[src/rtl/lcd_char_writer_if.sv]
// Message input and LCD pin bundle for the HD44780 character writer.
// The writer uses the master view. Whatever drives the message and
// watches the LCD pins uses the slave view.
interface lcd_char_writer_if;
  logic [255:0] chars;       // char k at bits [8k+7:8k]; 0..15 line 1, 16..31 line 2
  logic         lcd_rs;      // 0 = command, 1 = data
  logic         lcd_rw;      // write only, always 0
  logic         lcd_en;      // enable strobe
  logic [7:0]   lcd_data;    // 8-bit data bus
  logic         ready;       // controller initialised
  logic         frame_done;  // one-cycle pulse per refreshed frame

  modport master (
    input  chars,
    output lcd_rs, lcd_rw, lcd_en, lcd_data, ready, frame_done
  );

  modport slave (
    output chars,
    input  lcd_rs, lcd_rw, lcd_en, lcd_data, ready, frame_done
  );
endinterface

[src/rtl/lcd_char_writer.sv]
// HD44780 16x2 write engine in 8-bit mode.
// After the power-up wait it sends the init command list once. It then
// refreshes both lines forever. Each frame is sent from a snapshot of the
// message that is captured when the frame starts.
// Every byte uses the same three phases:
//   setup (1 cycle), enable high (T_EN cycles), hold/wait (T_CMD or T_CLR cycles).
module lcd_char_writer #(
  parameter int unsigned T_POWERUP = 2_000_000,
  parameter int unsigned T_EN      = 25,
  parameter int unsigned T_CMD     = 2_500,
  parameter int unsigned T_CLR     = 100_000
) (
  input  logic              clk,
  input  logic              rstn,
  lcd_char_writer_if.master bus
);

  // Terminal counts for the shared 24-bit wait counter.
  localparam logic [23:0] PWRUP_LAST = 24'(T_POWERUP - 1);
  localparam logic [23:0] EN_LAST    = 24'(T_EN - 1);
  localparam logic [23:0] CMD_LAST   = 24'(T_CMD - 1);
  localparam logic [23:0] CLR_LAST   = 24'(T_CLR - 1);

  typedef enum logic [2:0] {
    ST_PWRUP,
    ST_INIT,
    ST_ADDR1,
    ST_LINE1,
    ST_ADDR2,
    ST_LINE2
  } state_t;

  typedef enum logic [1:0] {
    PH_SETUP,
    PH_EN,
    PH_WAIT
  } phase_t;

  state_t       state_q, state_d;
  phase_t       phase_q, phase_d;
  logic [23:0]  cnt_q, cnt_d;
  logic [2:0]   init_idx_q, init_idx_d;
  logic [3:0]   char_idx_q, char_idx_d;
  logic [255:0] snap_q, snap_d;
  logic         rs_q, rs_d;
  logic         en_q, en_d;
  logic [7:0]   data_q, data_d;
  logic         ready_q, ready_d;
  logic         done_q, done_d;
  logic         load_byte;
  logic [23:0]  wait_last;

  // Init command list: function set x3, display on, clear, entry mode.
  function automatic logic [7:0] init_cmd(input logic [2:0] idx);
    logic [7:0] cmd;
    case (idx)
      3'd0, 3'd1, 3'd2: cmd = 8'h38;
      3'd3:             cmd = 8'h0C;
      3'd4:             cmd = 8'h01;
      default:          cmd = 8'h06;
    endcase
    return cmd;
  endfunction

  // Next-state logic: phase sequencing, byte advance and pin values.
  always_comb begin
    state_d    = state_q;
    phase_d    = phase_q;
    cnt_d      = cnt_q;
    init_idx_d = init_idx_q;
    char_idx_d = char_idx_q;
    snap_d     = snap_q;
    rs_d       = rs_q;
    en_d       = en_q;
    data_d     = data_q;
    ready_d    = ready_q;
    done_d     = 1'b0;
    load_byte  = 1'b0;

    // The first function-set and the clear command need the long wait.
    if (state_q == ST_INIT && (init_idx_q == 3'd0 || init_idx_q == 3'd4)) begin
      wait_last = CLR_LAST;
    end else begin
      wait_last = CMD_LAST;
    end

    if (state_q == ST_PWRUP) begin
      if (cnt_q == PWRUP_LAST) begin
        cnt_d      = '0;
        state_d    = ST_INIT;
        init_idx_d = '0;
        load_byte  = 1'b1;
      end else begin
        cnt_d = cnt_q + 24'd1;
      end
    end else begin
      case (phase_q)
        PH_SETUP: begin
          phase_d = PH_EN;
          en_d    = 1'b1;
          cnt_d   = '0;
        end
        PH_EN: begin
          if (cnt_q == EN_LAST) begin
            phase_d = PH_WAIT;
            en_d    = 1'b0;
            cnt_d   = '0;
          end else begin
            cnt_d = cnt_q + 24'd1;
          end
        end
        PH_WAIT: begin
          if (cnt_q == wait_last) begin
            cnt_d     = '0;
            load_byte = 1'b1;
            case (state_q)
              ST_INIT: begin
                if (init_idx_q == 3'd5) begin
                  state_d = ST_ADDR1;
                  ready_d = 1'b1;
                  snap_d  = bus.chars;
                end else begin
                  init_idx_d = init_idx_q + 3'd1;
                end
              end
              ST_ADDR1: begin
                state_d    = ST_LINE1;
                char_idx_d = '0;
              end
              ST_LINE1: begin
                if (char_idx_q == 4'd15) begin
                  state_d = ST_ADDR2;
                end else begin
                  char_idx_d = char_idx_q + 4'd1;
                end
              end
              ST_ADDR2: begin
                state_d    = ST_LINE2;
                char_idx_d = '0;
              end
              ST_LINE2: begin
                if (char_idx_q == 4'd15) begin
                  // The frame ends, and the next snapshot is taken on the same edge.
                  state_d = ST_ADDR1;
                  done_d  = 1'b1;
                  snap_d  = bus.chars;
                end else begin
                  char_idx_d = char_idx_q + 4'd1;
                end
              end
              default: state_d = ST_PWRUP;
            endcase
          end else begin
            cnt_d = cnt_q + 24'd1;
          end
        end
        default: phase_d = PH_SETUP;
      endcase
    end

    // Present the next byte in its setup cycle. Chars come from the
    // snapshot, which has already been captured before LINE1 begins.
    if (load_byte) begin
      phase_d = PH_SETUP;
      en_d    = 1'b0;
      case (state_d)
        ST_INIT: begin
          rs_d   = 1'b0;
          data_d = init_cmd(init_idx_d);
        end
        ST_ADDR1: begin
          rs_d   = 1'b0;
          data_d = 8'h80;
        end
        ST_LINE1: begin
          rs_d   = 1'b1;
          data_d = snap_q[{1'b0, char_idx_d, 3'b000} +: 8];
        end
        ST_ADDR2: begin
          rs_d   = 1'b0;
          data_d = 8'hC0;
        end
        ST_LINE2: begin
          rs_d   = 1'b1;
          data_d = snap_q[{1'b1, char_idx_d, 3'b000} +: 8];
        end
        default: begin
          rs_d   = 1'b0;
          data_d = 8'h00;
        end
      endcase
    end
  end

  // Control and pin registers. Any reset restarts the full power-up wait.
  always_ff @(posedge clk) begin
    if (!rstn) begin
      state_q    <= ST_PWRUP;
      phase_q    <= PH_SETUP;
      cnt_q      <= '0;
      init_idx_q <= '0;
      char_idx_q <= '0;
      rs_q       <= 1'b0;
      en_q       <= 1'b0;
      data_q     <= 8'h00;
      ready_q    <= 1'b0;
      done_q     <= 1'b0;
    end else begin
      state_q    <= state_d;
      phase_q    <= phase_d;
      cnt_q      <= cnt_d;
      init_idx_q <= init_idx_d;
      char_idx_q <= char_idx_d;
      rs_q       <= rs_d;
      en_q       <= en_d;
      data_q     <= data_d;
      ready_q    <= ready_d;
      done_q     <= done_d;
    end
  end

  // Message snapshot. It is always rewritten before first use, so it needs no reset.
  always_ff @(posedge clk) begin
    snap_q <= snap_d;
  end

  assign bus.lcd_rs     = rs_q;
  assign bus.lcd_rw     = 1'b0;
  assign bus.lcd_en     = en_q;
  assign bus.lcd_data   = data_q;
  assign bus.ready      = ready_q;
  assign bus.frame_done = done_q;

endmodule
[src/flat_wrapper.sv]
// flat-port wrapper written by rule: the top's interface ports become plain ports
module lcd_char_writer_flat 
#(
  parameter int unsigned T_POWERUP = 2_000_000,
  parameter int unsigned T_EN      = 25,
  parameter int unsigned T_CMD     = 2_500,
  parameter int unsigned T_CLR     = 100_000
)
  (clk, rstn, bus_chars, bus_lcd_rs, bus_lcd_rw, bus_lcd_en, bus_lcd_data, bus_ready, bus_frame_done);
  lcd_char_writer_if bus_i ();
  input  logic clk;
  input  logic rstn;
  input wire logic [$bits(bus_i.chars)-1:0] bus_chars;
  output wire logic [$bits(bus_i.lcd_rs)-1:0] bus_lcd_rs;
  output wire logic [$bits(bus_i.lcd_rw)-1:0] bus_lcd_rw;
  output wire logic [$bits(bus_i.lcd_en)-1:0] bus_lcd_en;
  output wire logic [$bits(bus_i.lcd_data)-1:0] bus_lcd_data;
  output wire logic [$bits(bus_i.ready)-1:0] bus_ready;
  output wire logic [$bits(bus_i.frame_done)-1:0] bus_frame_done;
  assign bus_i.chars = bus_chars;
  assign bus_lcd_rs = bus_i.lcd_rs;
  assign bus_lcd_rw = bus_i.lcd_rw;
  assign bus_lcd_en = bus_i.lcd_en;
  assign bus_lcd_data = bus_i.lcd_data;
  assign bus_ready = bus_i.ready;
  assign bus_frame_done = bus_i.frame_done;
  lcd_char_writer #(.T_POWERUP(T_POWERUP), .T_EN(T_EN), .T_CMD(T_CMD), .T_CLR(T_CLR)) u_core (.clk(clk), .rstn(rstn), .bus(bus_i));
endmodule
[config.mk]
export PLATFORM = sky130hd
export DESIGN_NAME = lcd_char_writer_flat
export DESIGN_NICKNAME = d
export VERILOG_FILES = /design/src/rtl/lcd_char_writer_if.sv /design/src/rtl/lcd_char_writer.sv /design/src/flat_wrapper.sv
export SDC_FILE = /design/constraint.sdc
export NUM_CORES = 1
export LEC_CHECK = 0
export BUFFER_PORTS_ARGS = -buffer_cell sky130_fd_sc_hd__buf_2
export CAP_MARGIN = 10
export CORE_MARGIN = 1
export CORE_UTILIZATION = 30
export DETAILED_ROUTE_END_ITERATION = 10
export GPL_ROUTABILITY_DRIVEN = 0
export PLACE_DENSITY = 0.57
export SYNTH_ARGS = -nofsm -noshare
export SYNTH_HDL_FRONTEND = slang
export SYNTH_SLANG_ARGS = --single-unit
[constraint.sdc]
create_clock -name clk -period 20.1 [get_ports clk]
set_clock_uncertainty 0.2 [all_clocks]
set_input_delay 1.005 -clock clk [delete_from_list [all_inputs] [get_ports clk]]
set_output_delay 1.005 -clock clk [all_outputs]
set_load 0.005 [all_outputs]
==> impl_summary.txt <==
----------------------------------------------------
[Floorplanning]
  Core Footprint ... 43270 µm²
  Placement Rows ... 76
  Die area ... 44950 µm²
  Initial cell density of the core ... 0.3058
  Die X-Extent ... 212.0 µm
  Die Y ... 212.0 µm
  Boundary Pins ... 271

[Worst hold path]
  Min-Delay Path Class ... flop to flop

[Pwr]
  Standby leakage power ... 5.957 nW
  Combinational group share of total power ... 0.023
  Pint ... 1.107 mW
  Proportion of total power due to net switching ... 0.1981
  Clock network fraction of total power ... 0.482
  Net switching power ... 0.2735 mW
  Worst VDD drop ... 0.06113 mV
  Sequential fraction of design power ... 0.495
  Power density of the placed cells ... 84.29 nW/µm²

[Synthesis]
  Post-synthesis cell area ... 13230 µm²
  Yosys reg bits ... 304
  Count of distinct cell types in the synthesized netlist ... 75
  Net count of the mapped netlist ... 1325
  Commonest cells in the synthesized netlist ... edfxtp_1 (256), nand2_1 (157), nor2_1 (84)
  Average instance area after synthesis ... 12.51 µm²
  Top cell type's share of synthesized area ... 0.5810
  Synth area leader ... edfxtp_1
  Async SR Flop Fraction ... 0
  Most frequent cell after synthesis ... edfxtp_1
  Main area contributors after synthesis ... edfxtp_1 (58%), dfxtp_1 (7.3%), mux2i_1 (5.4%)
  Cells after Synth ... 1058
  Register area share after synthesis ... 0.6536
  Synth warnings ... 0
  Prevailing post-synth register cell ... edfxtp_1
  Number of flops mapped to enable cells by yosys ... 256

[Timing]
  Slew margin rel. ... 0.2355
  Time the final worst path needs with I/O delays and setup ... 4.863 ns
  Final setup viols ... 0
  Period Utilization, post-route ... 0.2419
  Setup repair after global routing missed its margin ... false
  Endpoints failing hold ... 0
  Final Max Slew Viols ... 0
  Final-layout setup total negative slack ... 0 ns
  Achievable Freq ... 205.7 MHz
  Transition time at the pin with the least slew margin ... 1.147 ns

[Final layout]
  Final net count ... 1589
  Final core area utilization ... 0.3784
  Multi-input combinational cell area ... 4242 µm²
  Fill cell count ... 4190
  Share of final-layout standard cells stronger than drive strength 1 ... 0.2643
  Seq. cell area ... 8648 µm²
  Area added between synthesis and finish ... 23.74%

[Routing]
  1st-pass router iterations ... 6
  Detailed-route via count ... 9679
  Total routed wirelength ... 40050 µm
  Detail-routed via count per cell ... 4.992
  DRC violation total after the first TritonRoute iteration ... 870
  WL/cell ... 20.65 µm
  Final ANT Viol Nets ... 0
  Number of remaining DRC errors ... 0

[CTS]
  Num Clock Sinks ... 304
  Maximum level of the CTS H-tree ... 2
  Post_cts resized ... 0
  Post-CTS Hold Fix Bufs ... 0
  Clock slew seen by the registers of the worst setup and hold paths ... 0.06 ns
  Maximum count of clock buffers along a single path ... 3
  Clock insertion delay at the later pin of the skew report ... 0.53 ns
  TritonCTS clock tree ... built
  CTS Root Buffer Type ... clkbuf_16
  Number of buffers inserted by post-CTS setup repair ... 0
  Number of clock buffers inserted by TritonCTS ... 35

[Worst setup path]
  Worst Path Required ... 20.32 ns
  Worst EP arrival ... 5.08 ns
  Worst-path cell chain ... nand4bb_4, or4_1, a211o_1, a21boi_4, buf_4, buf_4, mux2i_1, o22ai_1, nor3_1, o221ai_1, o21ba_1
  Delay of the slowest critical-path stage ... 0.79 ns
  Endpoint kind of the worst setup timing path ... flop
  Largest fanout on the critical path ... 52
  Worst Setup Start Kind ... flop
  Worst path most repeated cell ... buf_4
  Master of the slowest instance on the critical path ... dfxtp_1
  Class of the most critical setup path ... flop to flop

[Run]
  Max-capacitance violation count ... 0

[Global route]
  Maximum number of pins on one net before global-route repair ... 170
  Overflow left after global routing ... 0
  Global-route wire length before repair ... 59210 µm
  Antenna violations before repair ... 7
  Number of global-route vias before repair ... 9746
  Total track usage ... 0.1773

[Outcome]
  Result of the run ... complete, no violations

[Place]
  HPWL after detailed placement ... 28980 µm
  Number of buffer cells added on primary ports ... 269

----------------------------------------------------
## cells in the final DEF (no fill, tap or decap), types with 7 or more instances in the layout
cell type	n
xor2_1	15
a21oi_1	27
edfxtp_1	256
a211oi_1	11
buf_4	15
o21ai_0	26
nor4_1	12
clkinv_1	7
and3_1	12
dfxtp_1	48
ha_1	9
clkbuf_16	36
diode_2	7
nor3_1	18
nor2_1	84
a31oi_1	8
nand3_1	68
a22oi_1	9
buf_2	269
nand2_1	157
o2111a_1	7
mux2i_1	71
nor2b_1	7
inv_1	14
o211ai_1	9
nand4_1	13
## per-layer routing
metal  track usage  part of all wire
met5             0                 0
met2        0.2997              0.49
met4       0.07496             0.036
met3       0.04121             0.064
met1        0.2161              0.41
## worst max-delay path: cells and delay by family, from the launching register on
family	cells	cell delay, ns
AND/OR/NAND/NOR	3	1.31
buffers and inverters	2	1.11
AO/OA/AOI/OAI	5	1.05
flip-flops	1	0.79
multiplexers	1	0.27
## through the flow
stage                     cells  hold WS [ns]  setup WS [ns]  cell area, µm²  total power, mW
after global routing       1935        0.2860          14.95           16360            1.420
after CTS                  1932        0.2736          15.23           16360            1.394
after detailed placement   1870        0.2631          15.24           15160           0.7289
final                      1939        0.2643          15.24           16370            1.380
after floorplan            1058        0.2419          7.756           13240           0.6999
after global placement     1870        0.2510          15.42           15160           0.7284
## cell families after synthesis
| logic type | count (synthesis) | synth area share |
|---|---|---|
| simple gates | 404 | 0.1417 |
| flops | 304 | 0.6536 |
| compound gates | 176 | 0.09882 |
| buf+inv | 73 | 0.02960 |
| mux | 72 | 0.05485 |
| xor+xnor | 19 | 0.01258 |
| fa+ha+maj | 9 | 0.008511 |
| other cells | 1 | 0.0002834 |
## power groups by stage
stage,Sequential (mW),Combinational [mW],Clock (mW)
3_5_place_dp,0.697,0.0320,0
3_3_place_gp,0.697,0.0315,0
6_report,0.683,0.0315,0.665
4_1_cts,0.683,0.0320,0.679
2_1_floorplan,0.697,0.00303,0
5_1_grt,0.683,0.0343,0.703
## worst paths after layout
check	to	cells after the start	slack, ns	start
setup / recovery	u_core.bus.lcd_data[6]	11	15.24	u_core.state_q[0]
hold / removal	u_core.bus.ready	2	0.26	u_core.bus.ready
setup reg to reg	u_core.bus.lcd_data[6]	11	15.24	u_core.state_q[0]
hold reg to reg	u_core.bus.ready	2	0.26	u_core.bus.ready
## layout make-up
class,instances,area share
Clock buffer,38,0.05548
Tap cell,585,0.04470
Timing Repair Buffer,285,0.09033
Antenna cell,7,0.001070
Sequential cell,304,0.5282
Multi-Input combinational cell,681,0.2591
Inverter,15,0.003439
Clock inverter,24,0.01773
## sequential cells by signal, indices dropped and copies added (netlist names)
name and flops:
u_core.cnt_q 24, u_core.bus.lcd_rs 1, u_core.bus.ready 1, u_core.bus.frame_done 1, u_core.bus.lcd_data 8, u_core.phase_q 2, u_core.char_idx_q 4, u_core.bus.lcd_en 1
u_core.snap_q 256, u_core.state_q 3, u_core.init_idx_q 3
(Power assumes the default switching activity.)
